[src/rtl/pipe_scoreboard.sv]
// rtl/pipe_scoreboard.sv - in-order pipeline register scoreboard with forwarding select and load-use stall
// Tracks destination registers of in-flight instructions and steers ID operands to the youngest producer.
module pipe_scoreboard #(
  parameter int NREG       = 16,
  parameter int AW         = 4,
  parameter int DEPTH      = 3,
  parameter int LATE_STAGE = 2,
  parameter int FLUSH_N    = 2,
  parameter int ZERO_R0    = 1,
  localparam int SW        = $clog2(DEPTH + 1)
) (
  input  logic            clk_i,
  input  logic            rst_ni,
  input  logic            id_valid_i,
  input  logic [AW-1:0]   id_rs0_i,
  input  logic [AW-1:0]   id_rs1_i,
  input  logic            id_rs0_en_i,
  input  logic            id_rs1_en_i,
  input  logic [AW-1:0]   id_rd_i,
  input  logic            id_we_i,
  input  logic            id_late_i,
  input  logic            hold_i,
  input  logic            flush_i,
  output logic            stall_o,
  output logic            issue_o,
  output logic [SW-1:0]   fwd0_sel_o,
  output logic [SW-1:0]   fwd1_sel_o,
  output logic [NREG-1:0] pend_mask_o,
  output logic [SW-1:0]   inflight_o
);

  // Index k-1 holds stage k; index 0 is the youngest (EX) stage.
  logic [DEPTH-1:0]         valid_q, valid_d;
  logic [DEPTH-1:0][AW-1:0] rd_q, rd_d;
  logic [DEPTH-1:0]         late_q, late_d;

  logic [1:0][AW-1:0] src;
  logic [1:0]         src_en;
  logic [1:0][SW-1:0] sel;
  logic [1:0]         sel_late;
  logic [1:0]         src_blocked;

  assign src    = {id_rs1_i, id_rs0_i};
  assign src_en = {id_rs1_en_i, id_rs0_en_i};

  // Scan oldest to youngest so the youngest matching stage overwrites older ones.
  always_comb begin
    sel      = '0;
    sel_late = '0;
    for (int j = 0; j < 2; j++) begin
      for (int k = DEPTH; k >= 1; k--) begin
        if (src_en[j] && valid_q[k-1] && (rd_q[k-1] == src[j]) &&
            !((ZERO_R0 != 0) && (src[j] == '0))) begin
          sel[j]      = SW'(k);
          sel_late[j] = late_q[k-1];
        end
      end
    end
  end

  always_comb begin
    for (int j = 0; j < 2; j++) begin
      src_blocked[j] = sel_late[j] && (int'(sel[j]) < LATE_STAGE);
    end
  end

  assign stall_o    = id_valid_i && (|src_blocked);
  assign issue_o    = id_valid_i && !stall_o && !hold_i && !flush_i;
  assign fwd0_sel_o = stall_o ? '0 : sel[0];
  assign fwd1_sel_o = stall_o ? '0 : sel[1];

  always_comb begin
    valid_d = valid_q;
    rd_d    = rd_q;
    late_d  = late_q;
    if (!hold_i) begin
      valid_d[0] = issue_o && id_we_i && !((ZERO_R0 != 0) && (id_rd_i == '0));
      rd_d[0]    = id_rd_i;
      late_d[0]  = id_late_i;
      for (int k = 1; k < DEPTH; k++) begin
        valid_d[k] = valid_q[k-1];
        rd_d[k]    = rd_q[k-1];
        late_d[k]  = late_q[k-1];
      end
    end
    // Flush kills the youngest stages whether or not the pipe advances.
    if (flush_i) begin
      for (int k = 0; k < FLUSH_N; k++) begin
        valid_d[k] = 1'b0;
      end
    end
  end

  always_ff @(posedge clk_i or negedge rst_ni) begin
    if (!rst_ni) begin
      valid_q <= '0;
      rd_q    <= '0;
      late_q  <= '0;
    end else begin
      valid_q <= valid_d;
      rd_q    <= rd_d;
      late_q  <= late_d;
    end
  end

  always_comb begin
    pend_mask_o = '0;
    inflight_o  = '0;
    for (int k = 0; k < DEPTH; k++) begin
      if (valid_q[k] && (int'(rd_q[k]) < NREG)) begin
        pend_mask_o[rd_q[k]] = 1'b1;
      end
      inflight_o = inflight_o + SW'(valid_q[k]);
    end
  end

endmodule

[config.mk]
export PLATFORM = sky130hd
export DESIGN_NAME = pipe_scoreboard
export DESIGN_NICKNAME = d
export VERILOG_FILES = /design/src/rtl/pipe_scoreboard.sv
export SDC_FILE = /design/constraint.sdc
export NUM_CORES = 1
export LEC_CHECK = 0
export ABC_AREA = 0
export ABC_CLOCK_PERIOD_IN_PS = 2750
export CAP_MARGIN = 20
export CORE_MARGIN = 4
export CORE_UTILIZATION = 53
export CTS_BUF_LIST = sky130_fd_sc_hd__clkbuf_4
export DETAILED_ROUTE_END_ITERATION = 10
export GPL_TIMING_DRIVEN = 0
export PLACE_DENSITY = 0.86
export SLEW_MARGIN = 20
export SYNTH_ARGS = -nofsm -noshare
export SYNTH_HDL_FRONTEND = slang
export SYNTH_SLANG_ARGS = --single-unit
[constraint.sdc]
create_clock -name clk_i -period 2.75 [get_ports clk_i]
set_input_delay 0.55 -clock clk_i [delete_from_list [all_inputs] [get_ports clk_i]]
set_output_delay 0.55 -clock clk_i [all_outputs]
set_load 0.02 [all_outputs]
==> results.cfg <==
[setup_path]
path_cells = dlygate4sd2_1, o41a_1, and4_1, o21ai_2, and2b_1, clkdlybuf4s15_2
critPathLaunchType = input pin
critPathSlowestCell = o41a_1
cpPeakStageDelay_ns = 0.50
endpoint_kind = primary output
critPathRequiredTime_ns = 2.20
crit_arrival_ns = 2.13
crit_fanout = 4
path_class = in -> out

[layout]
drive_above_1_share = 0.211
n_fill_cell = 236
regArea_um2 = 403
multi_input_comb_area_um2 = 1080
antennaDiodeCount = 0
layout.nets = 250
utilization = 0.722
syn_to_final_growth_pct = 29.1

[pwr]
p_leak_nw = 0.839
intPower_w = 0.000432
p_sw_frac = 0.378
p_clk_frac = 0.182
p_sw_w = 0.000262
seq_power_share = 0.459
power.share.combinational = 0.359
peakVddDrop_mv = 0.391
p_per_area_nw_per_um2 = 346

[clock_tree]
htree_num_levels = 1
max-clock-path-buffers = 2
cts_tree = yes
cts_root_buf = clkbuf_4
clkTransAtPathRegs_ns = 0.09
cts.sinks = 16
cts_buffers = 3
clk_latency_ns = 0.29

[hold_path]
hp-class = reg -> reg

[synthesis]
yosysSeqAreaShare = 0.257
synth_compound_area_frac = 0.140
synthCells = 189
synthFlopType = dfrtp_1
yosys-top-cells-area = dfrtp_1 26%, mux2_2 10%, xor2_1 8.4%, nand2_1 7.7%, xnor2_1 5.1%
synth_edf_count = 0
ys_types = 38
synth_top_cell_by_area = dfrtp_1
synth_nets = 211
synth_top_cell_area_share = 0.257
syn_area_um2 = 1560
synth_warnings = 0
avgSynthCellArea_um2 = 8.23
synthXorXnorAreaFrac = 0.135
synth_top_family_by_area = simple AND/OR/NAND/NOR gates
synth-seq-cells = 16
synth_simple_gate_area_frac = 0.290
synthArstFlopShare = 1.00
yosys.area_share.adder = 0.0129
synthMuxAreaShare = 0.108

[status]
status = finished, final reports clean

[global_route]
grt_pass1_vias = 1514
grt_max_degree = 17
grt_usage = 0.220
overflow = 0
grt_pass1_wl_mm = 7.13
antenna_found_initial = 0

[floorplan]
die_h_um = 62.2
die_w_um = 62.2
core-area_um2 = 2780
die_area_um2 = 3870
rows = 19
io_pins = 45
start_util = 0.559

[route]
via_per_inst = 5.95
drc = 0
drt-pass1-iter-count = 4
wl_per_cell_um = 16.1
routed_wl_mm = 4.14
drt-initial-drc-count = 115
ant_nets = 0
num_vias = 1534

[run]
drv_cap = 0

[timing]
finalWorstSetupSlack_ns = 0.0695
rsz0062_at_grt = yes
slew_violations = 0
worst_slew_pin_slew_ns = 0.689
final.period_utilization = 0.975
finClkSkew_ns = 0.00276
slew_headroom = 0.539
finalHoldViolations = 0
min_period_ns = 2.68
setup_violations = 0
timing.fmax_mhz = 373

[placement]
gp_congestion = 0.931
numPortBuffers = 39
pre_cts_slack_ns = -0.506
detailed_place_hpwl_mm = 3.23
area by class of cell:
class	instances	area share
buffer	12	0.0330
clock buffer	3	0.0112
clock inverter	1	0.00187
multi-input combinational	155	0.540
sequential	16	0.201
tap	31	0.0193
timing repair buffer	40	0.194
placed cells by master, fill, tap and decap left out, types with 3 or more instances in the layout:
cell type and instances:
nand2_1 32, clkdlybuf4s50_1 29, xor2_1 15, mux2_2 14, dfrtp_1 14, nor2_1 13, nand3_1 11, buf_2 10
xnor2_1 9, a22oi_1 9, nor2b_1 8, dlygate4sd2_1 5, and3_1 4, a32oi_1 4, nand4_1 4, clkbuf_4 3
clkdlybuf4s15_2 3
state kept, by name, summed over array words and instances, names as in the netlist:
signal   flops
rd_q        12
late_q       1
valid_q      3
worst max-delay path, delay by kind of cell:
kind	cells	cell delay, ns
simple gates	2	0.39
compound gates	2	0.64
buf+inv	2	0.55
metal layers:
| layer | share of wire | wire [um] | GRT usage |
|---|---|---|---|
| met1 | 0.43 | 1780 | 0.277 |
| met2 | 0.49 | 2030 | 0.378 |
| met3 | 0.074 | 305 | 0.0360 |
| met4 | 0.0084 | 35 | 0.0732 |
| met5 | 0 | 0 | 0 |
synth_stat cells, types with 2 or more instances:
library cell / number
nor2_1: 13
and3_1: 4
nor4_1: 3
a22oi_1: 9
o41a_1: 2
xor2_1: 15
nand2_1: 32
mux2_2: 14
dfrtp_1: 16
buf_2: 9
a21oi_2: 2
nor2b_1: 10
a32oi_1: 4
o22ai_1: 2
nand4_1: 4
and2_1: 2
a21oi_1: 2
clkbuf_1: 7
o21ai_0: 2
nand3_1: 11
xnor2_1: 9
worst paths after layout:
path	from	end	slack (ns)	cells past startpoint
worst min register to register	late_q[0]$_DFFE_PN0N_	late_q[0]$_DFFE_PN0N_	0.57	1
worst min-delay path	late_q[0]$_DFFE_PN0N_	late_q[0]$_DFFE_PN0N_	0.57	1
max in group asynchronous	rst_ni	rd_q[11]$_DFFE_PN0N_	1.60	1
worst max-delay path	id_rs1_i[3]	issue_o	0.07	6
min in group asynchronous	rst_ni	valid_q[0]$_DFFE_PN0P_	0.67	1
worst max register to register	rd_q[0]$_DFFE_PN0N_	valid_q[0]$_DFFE_PN0P_	1.18	6
power by group through the flow:
stage | combinational, W | clock [W] | sequential [W]
after floorplan | 0.000201 | 0 | 0.000281
after global routing | 0.000272 | 0.000141 | 0.000325
after global placement | 0.000279 | 0 | 0.000284
final | 0.000249 | 0.000127 | 0.000319
after CTS | 0.000288 | 0.000130 | 0.000282
after detailed placement | 0.000288 | 0 | 0.000286
cells by family (layout without fill, tap and decap cells):
logic type / Yosys count / count (layout)
compound gates: 27 / 27
xor+xnor: 24 / 24
fa+ha+maj: 1 / 1
buf+inv: 18 / 56
flops: 16 / 16
mux: 15 / 15
simple gates: 88 / 88
through the flow:
| stage | hold WS [ns] | power, W | cells | setup TNS (ns) | cell area (um2) |
|---|---|---|---|---|---|
| 2_1_floorplan | 0.254 | 0.000482 | 189 | 0 | 1560 |
| 3_3_place_gp | 0.549 | 0.000563 | 259 | -2.43 | 1980 |
| 3_5_place_dp | 0.553 | 0.000574 | 259 | -2.59 | 1980 |
| 4_1_cts | 0.576 | 0.000700 | 263 | 0 | 2020 |
| 5_1_grt | 0.597 | 0.000738 | 258 | -0.000641 | 2010 |
| 6_report | 0.574 | 0.000695 | 258 | 0 | 2010 |
what timing repair did:
action                     4_1_cts  5_1_grt
hold buffers                     0        0
gates resized for setup         20        8
hold endpoints to repair         0        0
setup endpoints to repair       10       17
setup buffers                    1        0
pin swaps                        3        5
Power figures use the tool's default switching activity.
